`config.mk`:
```
export PLATFORM = sky130hd
export DESIGN_NAME = radix_digit_extractor_flat
export DESIGN_NICKNAME = d
export VERILOG_FILES = /design/src/rtl/radix_digit_extractor_if.sv /design/src/rtl/radix_digit_extractor.sv /design/src/flat_wrapper.sv
export SDC_FILE = /design/constraint.sdc
export NUM_CORES = 1
export LEC_CHECK = 0
export CORE_UTILIZATION = 50
export CTS_CLUSTER_SIZE = 12
export DETAILED_ROUTE_END_ITERATION = 10
export GPL_ROUTABILITY_DRIVEN = 0
export PLACE_DENSITY = 0.73
export SETUP_SLACK_MARGIN = 0.15
export SYNTH_ARGS = -nofsm -noshare
export SYNTH_HDL_FRONTEND = slang
export SYNTH_SLANG_ARGS = --single-unit
export TNS_END_PERCENT = 20
```
`constraint.sdc`:
```
create_clock -name clk -period 2 [get_ports clk]
set_input_delay 0.4 -clock clk [delete_from_list [all_inputs] [get_ports clk]]
set_output_delay 0.4 -clock clk [all_outputs]
set_load 0.005 [all_outputs]
```
`src/rtl/radix_digit_extractor_if.sv`:
```
// Handshake and result bundle between a conversion requester and radix_digit_extractor.
// The master drives start and data; the slave returns busy, done, digits and overflow.
interface radix_digit_extractor_if #(
    parameter int WIDTH      = 13,
    parameter int NUM_DIGITS = 4
);
    logic                    start;
    logic [WIDTH-1:0]        data;
    logic                    busy;
    logic                    done;
    logic [4*NUM_DIGITS-1:0] digits;
    logic                    overflow;

    modport master (
        output start,
        output data,
        input  busy,
        input  done,
        input  digits,
        input  overflow
    );

    modport slave (
        input  start,
        input  data,
        output busy,
        output done,
        output digits,
        output overflow
    );
endinterface

```
`src/rtl/radix_digit_extractor.sv`:
```
// Bit-serial restoring divider that splits an unsigned count into NUM_DIGITS radix-RADIX
// digits, one quotient bit per clock, with overflow flag and optional leading-zero blanking.
module radix_digit_extractor #(
    parameter int WIDTH         = 13,
    parameter int NUM_DIGITS    = 4,
    parameter int RADIX         = 10,
    parameter int LEADING_BLANK = 0
) (
    input  logic                           clk,
    input  logic                           rst_n,
    radix_digit_extractor_if.slave         bus_io
);

    localparam int CNT_W = $clog2(WIDTH);
    localparam int IDX_W = (NUM_DIGITS > 1) ? $clog2(NUM_DIGITS) : 1;
    localparam int DW    = 4 * NUM_DIGITS;

    localparam logic [CNT_W-1:0] CNT_LAST  = CNT_W'(WIDTH - 1);
    localparam logic [IDX_W-1:0] IDX_LAST  = IDX_W'(NUM_DIGITS - 1);
    localparam logic [4:0]       RADIX_C   = 5'(RADIX);

    typedef enum logic [0:0] {
        S_IDLE   = 1'b0,
        S_DIVIDE = 1'b1
    } state_t;

    state_t             state_q,  state_d;
    logic [WIDTH-1:0]   w_q,      w_d;
    logic [4:0]         r_q,      r_d;
    logic [CNT_W-1:0]   cnt_q,    cnt_d;
    logic [IDX_W-1:0]   idx_q,    idx_d;
    logic [DW-1:0]      shadow_q, shadow_d;
    logic [DW-1:0]      digits_q, digits_d;
    logic               ovf_q,    ovf_d;
    logic               done_q,   done_d;
    logic               busy_q,   busy_d;

    logic [4:0]         r_shift_s;
    logic               q_bit_s;
    logic [4:0]         r_step_s;
    logic [WIDTH-1:0]   w_step_s;

    // Replace zero digits with the blank code from the top down until the first nonzero digit.
    function automatic logic [DW-1:0] blank_leading(input logic [DW-1:0] d);
        logic [DW-1:0] res;
        logic          lead;
        res  = d;
        lead = 1'b1;
        for (int k = NUM_DIGITS - 1; k >= 1; k--) begin
            if (lead && (d[4*k +: 4] == 4'h0)) begin
                res[4*k +: 4] = 4'hF;
            end else begin
                lead = 1'b0;
            end
        end
        return res;
    endfunction

    // One restoring-division step: the remainder never exceeds 2*RADIX-1, so 5 bits suffice.
    always_comb begin
        r_shift_s = 5'({r_q, w_q[WIDTH-1]});
        q_bit_s   = (r_shift_s >= RADIX_C);
        if (q_bit_s) begin
            r_step_s = r_shift_s - RADIX_C;
        end else begin
            r_step_s = r_shift_s;
        end
        w_step_s = {w_q[WIDTH-2:0], q_bit_s};
    end

    // Next-state, datapath and output update for the IDLE/DIVIDE controller.
    always_comb begin
        state_d  = state_q;
        w_d      = w_q;
        r_d      = r_q;
        cnt_d    = cnt_q;
        idx_d    = idx_q;
        shadow_d = shadow_q;
        digits_d = digits_q;
        ovf_d    = ovf_q;
        done_d   = 1'b0;
        busy_d   = busy_q;

        case (state_q)
            S_IDLE: begin
                if (bus_io.start) begin
                    w_d     = bus_io.data;
                    r_d     = 5'd0;
                    cnt_d   = CNT_LAST;
                    idx_d   = {IDX_W{1'b0}};
                    busy_d  = 1'b1;
                    state_d = S_DIVIDE;
                end else begin
                    state_d = S_IDLE;
                end
            end
            S_DIVIDE: begin
                w_d = w_step_s;
                r_d = r_step_s;
                if (cnt_q == {CNT_W{1'b0}}) begin
                    // Digit boundary: the remainder is this digit, the quotient is the next dividend.
                    shadow_d[4*idx_q +: 4] = r_step_s[3:0];
                    r_d   = 5'd0;
                    cnt_d = CNT_LAST;
                    if (idx_q == IDX_LAST) begin
                        ovf_d = (w_step_s != {WIDTH{1'b0}});
                        if ((LEADING_BLANK != 0) && !ovf_d) begin
                            digits_d = blank_leading(shadow_d);
                        end else begin
                            digits_d = shadow_d;
                        end
                        idx_d   = {IDX_W{1'b0}};
                        done_d  = 1'b1;
                        busy_d  = 1'b0;
                        state_d = S_IDLE;
                    end else begin
                        idx_d = idx_q + 1'b1;
                    end
                end else begin
                    cnt_d = cnt_q - 1'b1;
                end
            end
            default: begin
                busy_d  = 1'b0;
                state_d = S_IDLE;
            end
        endcase
    end

    // State and datapath registers; reset abandons any conversion in flight.
    always_ff @(posedge clk or negedge rst_n) begin
        if (!rst_n) begin
            state_q  <= S_IDLE;
            w_q      <= {WIDTH{1'b0}};
            r_q      <= 5'd0;
            cnt_q    <= {CNT_W{1'b0}};
            idx_q    <= {IDX_W{1'b0}};
            shadow_q <= {DW{1'b0}};
            digits_q <= {DW{1'b0}};
            ovf_q    <= 1'b0;
            done_q   <= 1'b0;
            busy_q   <= 1'b0;
        end else begin
            state_q  <= state_d;
            w_q      <= w_d;
            r_q      <= r_d;
            cnt_q    <= cnt_d;
            idx_q    <= idx_d;
            shadow_q <= shadow_d;
            digits_q <= digits_d;
            ovf_q    <= ovf_d;
            done_q   <= done_d;
            busy_q   <= busy_d;
        end
    end

    assign bus_io.busy     = busy_q;
    assign bus_io.done     = done_q;
    assign bus_io.digits   = digits_q;
    assign bus_io.overflow = ovf_q;

endmodule

```
`src/flat_wrapper.sv`:
```
// flat-port wrapper written by rule: the top's interface ports become plain ports
module radix_digit_extractor_flat 
#(
    parameter int WIDTH         = 13,
    parameter int NUM_DIGITS    = 4,
    parameter int RADIX         = 10,
    parameter int LEADING_BLANK = 0
)
  (clk, rst_n, bus_io_start, bus_io_data, bus_io_busy, bus_io_done, bus_io_digits, bus_io_overflow);
  radix_digit_extractor_if #(.WIDTH(WIDTH), .NUM_DIGITS(NUM_DIGITS)) bus_io_i ();
  input  logic clk;
  input  logic rst_n;
  input wire logic [$bits(bus_io_i.start)-1:0] bus_io_start;
  input wire logic [$bits(bus_io_i.data)-1:0] bus_io_data;
  output wire logic [$bits(bus_io_i.busy)-1:0] bus_io_busy;
  output wire logic [$bits(bus_io_i.done)-1:0] bus_io_done;
  output wire logic [$bits(bus_io_i.digits)-1:0] bus_io_digits;
  output wire logic [$bits(bus_io_i.overflow)-1:0] bus_io_overflow;
  assign bus_io_i.start = bus_io_start;
  assign bus_io_i.data = bus_io_data;
  assign bus_io_busy = bus_io_i.busy;
  assign bus_io_done = bus_io_i.done;
  assign bus_io_digits = bus_io_i.digits;
  assign bus_io_overflow = bus_io_i.overflow;
  radix_digit_extractor #(.WIDTH(WIDTH), .NUM_DIGITS(NUM_DIGITS), .RADIX(RADIX), .LEADING_BLANK(LEADING_BLANK)) u_core (.clk(clk), .rst_n(rst_n), .bus_io(bus_io_i));
endmodule
```
==> results.tsv <==
stage	metric	value	unit
status	status	complete, no violations	
final_layout	Filler cells	438	
logic_synthesis	Post-synth ARST share	100.0	%
critical_path	reg2reg setup slack	0.26	ns
sta	final setup TNS	0	ns
clock_network	H-tree Lvls	3	
logic_synthesis	yosys warns	0	
pwr	P_int	3.054	mW
floorplanning	die area	0.005816	mm2
sta	skew final	0.008426	ns
logic_synthesis	post-synth top area share	53.54	%
logic_synthesis	Post-synth top cells	dfrtp_1 (59), nand2_1 (59), o21ai_0 (29)	
drt	# DRC	0	
logic_synthesis	ys flop type	dfrtp_1	
final_layout	Reg area	0.001476	mm2
final_layout	synthesis-to-finish area growth	24.55	%
flow_run	MaxCap Viol Count	0	
logic_synthesis	syn nets	305	
drt	antenna viol nets, final	0	
drt	DR WL/cell	14.40	um
place	dpl cells	387	
sta	worst-margin pin slew	0.4502	ns
drt	total wire length	5.788	mm
critical_path	Worst Path Arrival	1.94	ns
pwr	pwr dens	1417	mW/mm2
critical_path	Worst Reg-to-Reg Cells	6	
sta	Final Hold Vio Count	0	
drt	Initial DRT Pass Iterations	5	
logic_synthesis	EDFF count, synth	0	
sta	final worst-path setup slack	0.2551	ns
global_routing	vias in the first global route	2006	
floorplanning	Die Width	76.27	um
final_layout	Final nets	352	
pwr	Comb power frac	38.8	%
critical_path	chain of cells forming the critical path	inv_1 > ha_1 > nor2b_1 > nor3_1 > nor3_4 > o211ai_1	
logic_synthesis	Unique masters post-synth	33	
global_routing	initial antenna violation count	0	
sta	Final min period	1.745	ns
final_layout	post-route cell area	0.003435	mm2
clock_network	clk_lat worst skew	0.34	ns
clock_network	PostCTS Resize Cnt	0	
place	Port-buffer cells	34	
drt	total number of vias	2198	
place	HPWL Detailed	4.028	mm
pwr	clock power share	20.0	%
critical_path	WS Path Type	reg2reg	
sta	Final Setup Violations	0	
logic_synthesis	post-synth top area cell	dfrtp_1	
final_layout	Final Non-Filler Cells	402	
pwr	Peak VDD IR	0.9706	mV
global_routing	first-pass GRT wire length	9.735	mm
clock_network	setup bufs post-CTS	0	
pwr	Seq pwr share	41.2	%
sta	normalized max-slew margin	69.89	%
floorplanning	site row count	26	
pwr	Leak	1.513	nW
place	Post-Place Setup Slack	0.2062	ns
logic_synthesis	mean area per synthesized cell	9.814	um2
floorplanning	num ports	35	
floorplanning	Vert. Die Dim	76.27	um
critical_path	max incr delay on CP	0.43	ns
logic_synthesis	sequential share of the synthesized area	53.54	%
floorplanning	CORE AREA	0.005205	mm2
clock_network	Clock Tree Root	clkbuf_8	
place	Post-DP Area	0.003226	mm2
clock_network	Clock transition at path regs	0.06	ns
floorplanning	Starting Density	52.98	%
logic_synthesis	Synth Instances	281	
clock_network	CTS tree	done	
sta	part of the cycle the worst path needs	87.24	%
logic_synthesis	Netlist Area Pre-Place	0.002758	mm2
critical_path	slowest CP cell	dfrtp_1	
critical_path	crit-path max FO	9	
sta	hold slack	0.04873	ns
critical_path	crit start category	flop	
final_layout	share of cells above drive strength 1	11.14	%
clock_network	CTS hold repair buffers	0	
global_routing	largest net degree at the start of global routing	60	
clock_network	Max Root-Sink Buffers	2	
critical_path	CP Data Required Time	2.19	ns
drt	drt initial violations	126	
global_routing	GRT overflow	0	
critical_path	R2R Path Start	u_core.r_q[0]	
global_routing	GRT Resource Usage Total	21.96	%
clock_network	CTS Sinks	59	
final_layout	antenna fix cells	0	
hold_path	HP Class	in2async	
sta	RSZ-0062 raised after global routing	yes	
critical_path	r2r endpoint	u_core.bus_io.digits[10]	
logic_synthesis	Area contributors post-synth	dfrtp_1 (54%), nand2_1 (8.0%), o21ai_0 (5.3%)	
final_layout	Multi-input gate area	0.001210	mm2
sta	max frequency	573.1	MHz
pwr	switch share	37.26	%
drt	DR vias/cell	5.468	
critical_path	Worst Setup End Kind	flop	
pwr	sw power	1.814	mW
clock_network	CTS buffer count	9	
sta	Final Max Tran Viols	0	
logic_synthesis	Synth Register Bits	59	
## kinds of logic (layout without fill, tap and decap cells)
family	after synthesis	in the layout	synth area share [%]
fa+ha+maj	8	8	3.630
simple gates	111	111	19.87
flops	59	59	53.54
mux	12	12	4.356
buf+inv	22	73	3.585
compound gates	69	69	15.02
## worst max-delay path by stage
| stage | cells past startpoint | slack, ns | start | endpoint |
|---|---|---|---|---|
| floorplan | 5 | 0.30 | u_core.idx_q[0] | u_core.bus_io.digits[1] |
| global placement | 5 | 0.26 | u_core.idx_q[1] | u_core.shadow_q[9] |
| detailed placement | 7 | 0.21 | u_core.cnt_q[0] | u_core.bus_io.digits[5] |
| CTS | 5 | 0.18 | u_core.idx_q[1] | u_core.shadow_q[3] |
| global route | 6 | 0.09 | u_core.r_q[0] | u_core.bus_io.digits[14] |
| finish | 6 | 0.26 | u_core.r_q[0] | u_core.bus_io.digits[10] |
## cells in the final DEF (no fill, tap or decap), drive strengths merged
cell type and count:
nand2 60, dfrtp 59, o21ai 41, clkdlybuf4s50 33, nor2 20, clkbuf 13, inv 13, mux2i 12
buf 12, a221oi 8, nand3 8, o211ai 8, ha 8, nand2b 6, a21oi 5, nor3 5
nor4 4, nor4b 3, nor2b 3, a31oi 3, clkinv 2, and4bb 1, a21boi 1, o21a 1
and3 1, o31a 1, a211oi 1
## final cells by class
| class | count | area share [%] |
|---|---|---|
| Timing Repair Buffer | 45 | 12.53 |
| Sequential cell | 59 | 42.99 |
| Inverter | 13 | 1.494 |
| Tap cell | 70 | 2.550 |
| Multi-Input combinational cell | 200 | 35.23 |
| Clock inverter | 2 | 0.2914 |
| Clock buffer | 13 | 4.918 |
## critical path: cells and delay by family, from the launching register on
family | cells | cell delay (ns)
compound gates | 1 | 0.16
fa+ha+maj | 1 | 0.26
buf+inv | 1 | 0.08
flops | 1 | 0.43
simple gates | 3 | 0.67
## sequential cells by signal, indices dropped and copies added, names as in the netlist, 2 cells and up
name,count
u_core.cnt_q,4
u_core.r_q,4
u_core.w_q,13
u_core.shadow_q,16
u_core.bus_io.digits,16
u_core.idx_q,2
## stage by stage
stage          power (mW)  utilization [%]
3_3_place_gp        3.777            61.97
6_report            4.868            65.99
5_1_grt             5.225            65.99
2_1_floorplan       3.071                -
3_5_place_dp        3.830            61.97
4_1_cts             4.821            65.41
## layer usage
metal,vias to the layer above,global-route usage (%),share of wire (%)
li1,1076,-,-
met1,1057,29.52,46
met2,52,33.87,49
met3,13,3.952,3.2
met4,0,11.73,2.5
met5,-,0,0
## power by group through the flow
stage / Clock (mW) / Combinational, mW / Sequential (mW)
6_report: 0.976 / 1.89 / 2.01
5_1_grt: 1.05 / 2.10 / 2.07
4_1_cts: 1.00 / 1.82 / 2.00
3_5_place_dp: 0 / 1.82 / 2.01
3_3_place_gp: 0 / 1.77 / 2.00
2_1_floorplan: 0 / 1.11 / 1.96
Note: power is estimated with default switching activity, not from simulation.
